$ cat config.mk
export PLATFORM = sky130hd
export DESIGN_NAME = alu_seq_ctrl
export DESIGN_NICKNAME = d
export VERILOG_FILES = /design/src/rtl/alu_seq_ctrl.sv
export SDC_FILE = /design/constraint.sdc
export NUM_CORES = 1
export LEC_CHECK = 0
export ABC_AREA = 1
export ABC_CLOCK_PERIOD_IN_PS = 1650
export CAP_MARGIN = 20
export CELL_PAD_IN_SITES_DETAIL_PLACEMENT = 0
export CELL_PAD_IN_SITES_GLOBAL_PLACEMENT = 1
export CORE_MARGIN = 10
export CORE_UTILIZATION = 24
export CTS_CLUSTER_SIZE = 28
export DETAILED_ROUTE_END_ITERATION = 6
export GPL_TIMING_DRIVEN = 0
export MAX_ROUTING_LAYER = met4
export PLACE_DENSITY = 0.75
export SYNTH_ARGS = -nofsm -noshare
export SYNTH_HDL_FRONTEND = slang
export SYNTH_SLANG_ARGS = --single-unit
export TNS_END_PERCENT = 30
$ cat constraint.sdc
create_clock -name clk -period 1.65 [get_ports clk]
set_clock_uncertainty 0.2 [all_clocks]
set_input_delay 0.165 -clock clk [delete_from_list [all_inputs] [get_ports clk]]
set_output_delay 0.165 -clock clk [all_outputs]
set_load 0.03 [all_outputs]
$ cat src/rtl/alu_seq_ctrl.sv
// Round-robin sequencer for the shared 16-bit ALU: grants one of two requesters, sequences
// operand loads and execution over the bus, returns a tagged result. ALU_SEQ_STATS_EN adds op/err counters.
module alu_seq_ctrl #(
    parameter int DW     = 16,
    parameter int OPW    = 4,
    parameter int SETTLE = 1
) (
    input  logic           clk,
    input  logic           rst,
    input  logic           req0_valid,
    output logic           req0_ready,
    input  logic [OPW-1:0] req0_op,
    input  logic [DW-1:0]  req0_a,
    input  logic [DW-1:0]  req0_b,
    input  logic           req1_valid,
    output logic           req1_ready,
    input  logic [OPW-1:0] req1_op,
    input  logic [DW-1:0]  req1_a,
    input  logic [DW-1:0]  req1_b,
    output logic           rsp_valid,
    input  logic           rsp_ready,
    output logic           rsp_id,
    output logic [DW-1:0]  rsp_data,
    output logic           rsp_err,
    output logic [OPW-1:0] alu_op,
    output logic [2:0]     alu_en,
    output logic [DW-1:0]  bus_data,
    output logic           bus_oe,
    input  logic [DW-1:0]  alu_result
`ifdef ALU_SEQ_STATS_EN
    ,
    output logic [15:0]    op_count,
    output logic [15:0]    err_count
`endif
);

    localparam logic [OPW-1:0] OP_MIN   = OPW'(1);
    localparam logic [OPW-1:0] OP_MAX   = OPW'(9);
    localparam logic [OPW-1:0] OP_NOT   = OPW'(7);
    localparam int             CW       = (SETTLE > 1) ? $clog2(SETTLE) : 1;
    localparam logic [CW-1:0]  CNT_INIT = CW'(SETTLE - 1);

    typedef enum logic [2:0] {IDLE, LOAD_A, LOAD_B, EXEC, RESP} state_t;

    state_t         state_q, state_d;
    logic           last_grant_q;
    logic [OPW-1:0] op_q;
    logic [DW-1:0]  a_q, b_q;
    logic [CW-1:0]  cnt_q, cnt_d;
    logic           rsp_id_q, rsp_err_q;
    logic [DW-1:0]  rsp_data_q;

    logic           grant_fire, grant_id, sel_legal;
    logic [OPW-1:0] sel_op;

    // Ties go to the requester that was not served last.
    assign grant_id   = req1_valid & (~req0_valid | ~last_grant_q);
    assign grant_fire = (state_q == IDLE) & (req0_valid | req1_valid) & ~rst;
    assign sel_op     = grant_id ? req1_op : req0_op;
    assign sel_legal  = (sel_op >= OP_MIN) && (sel_op <= OP_MAX);
    assign req0_ready = grant_fire & ~grant_id;
    assign req1_ready = grant_fire & grant_id;

    assign rsp_id   = rsp_id_q;
    assign rsp_data = rsp_data_q;
    assign rsp_err  = rsp_err_q;

    always_ff @(posedge clk) begin
        if (rst) begin
            state_q <= IDLE;
        end else begin
            state_q <= state_d;
        end
    end

    always_comb begin
        state_d = state_q;
        unique case (state_q)
            IDLE:    if (grant_fire) state_d = sel_legal ? LOAD_A : RESP;
            LOAD_A:  state_d = (op_q == OP_NOT) ? EXEC : LOAD_B;
            LOAD_B:  state_d = EXEC;
            EXEC:    if (cnt_q == '0) state_d = RESP;
            RESP:    if (rsp_ready) state_d = IDLE;
            default: state_d = IDLE;
        endcase
    end

    always_comb begin
        alu_op    = '0;
        alu_en    = 3'b000;
        bus_data  = '0;
        bus_oe    = 1'b0;
        rsp_valid = 1'b0;
        unique case (state_q)
            LOAD_A: begin
                alu_op   = op_q;
                alu_en   = 3'b100;
                bus_data = a_q;
                bus_oe   = 1'b1;
            end
            LOAD_B: begin
                alu_op   = op_q;
                alu_en   = 3'b010;
                bus_data = b_q;
                bus_oe   = 1'b1;
            end
            EXEC: begin
                alu_op = op_q;
                alu_en = 3'b001;
            end
            RESP:    rsp_valid = 1'b1;
            default: ;
        endcase
    end

    // Settle counter reloads whenever we are outside EXEC, so every EXEC starts fresh.
    always_comb begin
        cnt_d = CNT_INIT;
        if (state_q == EXEC && cnt_q != '0) begin
            cnt_d = cnt_q - CW'(1);
        end
    end

    always_ff @(posedge clk) begin
        if (rst) begin
            last_grant_q <= 1'b1;
            op_q         <= '0;
            a_q          <= '0;
            b_q          <= '0;
            cnt_q        <= CNT_INIT;
            rsp_id_q     <= 1'b0;
            rsp_err_q    <= 1'b0;
            rsp_data_q   <= '0;
        end else begin
            cnt_q <= cnt_d;
            if (grant_fire) begin
                op_q         <= sel_op;
                a_q          <= grant_id ? req1_a : req0_a;
                b_q          <= grant_id ? req1_b : req0_b;
                last_grant_q <= grant_id;
                rsp_id_q     <= grant_id;
                rsp_err_q    <= ~sel_legal;
                rsp_data_q   <= '0;
            end else if (state_q == EXEC && cnt_q == '0) begin
                rsp_data_q <= alu_result;
            end
        end
    end

`ifdef ALU_SEQ_STATS_EN
    logic [15:0] op_cnt_q, err_cnt_q;

    always_ff @(posedge clk) begin
        if (rst) begin
            op_cnt_q  <= '0;
            err_cnt_q <= '0;
        end else if (rsp_valid && rsp_ready) begin
            if (rsp_err_q) begin
                if (err_cnt_q != 16'hFFFF) err_cnt_q <= err_cnt_q + 16'd1;
            end else begin
                if (op_cnt_q != 16'hFFFF) op_cnt_q <= op_cnt_q + 16'd1;
            end
        end
    end

    assign op_count  = op_cnt_q;
    assign err_count = err_cnt_q;
`endif

endmodule

==> metrics.yaml <==
critPathArrivalTime_ps: 1480
cap_violations: 0
synth_nets: 466
initial_core_util_pct: 24.6
place_area_um2: 4230
n_antenna_cell: 0
crit_slowest_cell: "dfxtp_4"
period_needed_ps: 1840
drt_pass1_iterations: 4
startpoint_type: "flop"
status: "finished, violations left"
grt_pass1_vias: 3167
post-route-util_pct: 44.9
place_hpwl_mm: 8.07
vdd_ir_drop_max_uv: 658
slowest_delay_ps: 390
clock.fmax_mhz: 543
ys.flop_type: "dfxtp_1"
drive_above_1_share_pct: 22.7
antenna_found_initial: 0
grt_overflow: 0
worst_pin_slew_ps: 690
track_usage_pct: 13.6
maxSlewHeadroom_pct: 54.0
final_common_cell: "nand2_1"
rsz0062_at_grt: "yes"
grt_pass1_wl_mm: 16.9
yosysTopAreaCell: "dfxtp_1"
post_drt_via_cell_ratio: 4.43
pin_count: 138
ant_nets: 0
final_cell_mix: "nand2_1, clkdlybuf4s50_1, dfxtp_1, buf_6, a31oi_1"
crit_required_ps: 1280
dieArea_um2: 15700
path_max_fanout: 9
clkSinkCount: 59
hold_path.class: "in2reg"
hold_violations: 0
fp.dieW_um: 125
h-tree-depth: 3
grt_max_degree: 11
wl_per_cell_um: 15.8
rrSetupSlack_ps: -80
clock-root-buffer: "clkbuf_8"
critPathKind: "reg2out"
drc_errors: 0
ys_async_sr_fraction_pct: 0
yosysUniqueCellTypes: 25
fillers: 1086
fin_crit_sh_pct: 112
syn_area_per_cell_um2: 7.15
path_cells: "nor3_4, buf_6, a22o_1, buf_6"
core_area_um2: 10800
insertion_delay_ps: 330
gp_routability_congestion: 0.816
drt_iter0_drc: 122
numCtsBuffers: 9
synth_warnings: 0
total_leakage_power_nw: 1.97
setup_slack_ps: -192
cts_buffer_depth: 2
final_area_um2: 4860
routed_wl_mm: 10.8
cts_tree: "built"
dr_total_vias: 3024
clkSlewWorstSetupHoldPaths_ps: 60
drv_slew: 0
powerDensity_nw_per_um2: 1370
yosys-top-cells-area: "dfxtp_1, nand2_1, a31oi_1, a21oi_1, a22o_1"
netlist.area_leader.share_pct: 44.3
path_common_cell: "buf_6"
violations: "setup timing"
netlist_instances: 373
fp.dieH_um: 125
synth_edf_count: 0
finalSetupViolCount: 38
syn_to_final_growth_pct: 82.4
syn_area_um2: 2670
rows: 38
nets: 630
seq_area_frac_synth_pct: 44.3
ys_ff_latch: 59
cp-end-kind: "output pin"
port_buffers: 135
==> cell usage after synthesis (all sizes together) (4+ instances only) <==
cell / n
o22ai: 5
a21oi: 18
inv: 19
clkbuf: 7
a22o: 9
dfxtp: 59
a31oi: 33
nand2: 180
nand3: 4
nor2: 10
buf: 14
nand3b: 4
==> sequential cells by signal (all words and copies together), names as in the netlist <==
name,flops
a_q,16
rsp_data,16
rsp_err,1
cnt_q,1
b_q,16
op_q,4
state_q,3
rsp_id,1
last_grant_q,1
==> power by group <==
part | internal [mW] | switching, mW | total (mW)
Combinational | 1.59 | 1.79 | 3.38
Sequential | 1.75 | 0.221 | 1.97
Clock | 0.731 | 0.572 | 1.30
Total | 4.07 | 2.58 | 6.66
==> critical path: cells and delay by family (launching register included) <==
kind,cells,cell delay (ps)
DFF,1,390
and+or+nand+nor,1,260
AOI/OAI and AO/OA,1,170
buffers and inverters,2,330
==> cell families (layout without fill, tap and decap cells) <==
family | count (synthesis) | after routing | synth area share, %
compound gates | 70 | 70 | 16.9
buf+inv | 40 | 209 | 6.80
simple gates | 203 | 203 | 31.8
other cells | 1 | 1 | 0.141
flops | 59 | 59 | 44.3
==> stage by stage <==
stage / setup slack [ps] / setup TNS [ps] / total power, mW / std cells / hold slack, ps
floorplan: -62.5 / -991 / 3.53 / 373 / 112
global placement: -1050 / -33910 / 4.51 / 648 / 246
detailed placement: -1050 / -35340 / 4.53 / 648 / 252
CTS: -222 / -6490 / 6.45 / 681 / 94.3
global route: -284 / -9910 / 7.06 / 682 / 161
finish: -192 / -4120 / 6.66 / 682 / 113
==> path summary, 6_finish.rpt <==
path	from	to	depth (start not counted)
worst min register to register	rsp_data[3]	rsp_data[3]	2
worst max-delay path	state_q[2]	bus_data[14]	4
worst min-delay path	rst	rsp_err	4
worst max register to register	state_q[1]	rsp_data[5]	8
==> per-layer routing <==
metal  routed length [µm]  track usage, %  up-vias
met5                    0               -        -
li1                     -               -     1561
met2                 5370            23.0       89
met4                   89            3.25        0
met1                 4820            15.7     1366
met3                  510            3.55        8
==> cell type report <==
type | count | area (µm²) | area share (%)
plain buffers | 21 | 231 | 4.76
clock buffers | 11 | 141 | 2.91
clock inverters | 5 | 52.6 | 1.08
inverters | 19 | 83.8 | 1.72
multi-input cells | 274 | 1400 | 28.8
flip-flops and latches | 59 | 1190 | 24.5
well taps | 140 | 175 | 3.60
repair buffers | 153 | 1590 | 32.6
==> repair_timing <==
item	in CTS	in global routing
setup buffers	14	0
endpoints found under the hold margin	5	0
pin swaps	8	15
gates cloned	2	1
setup endpoints to repair	99	84
gates resized for setup	239	45
hold buffers	1	0
Note: power is estimated with default switching activity, not from simulation.
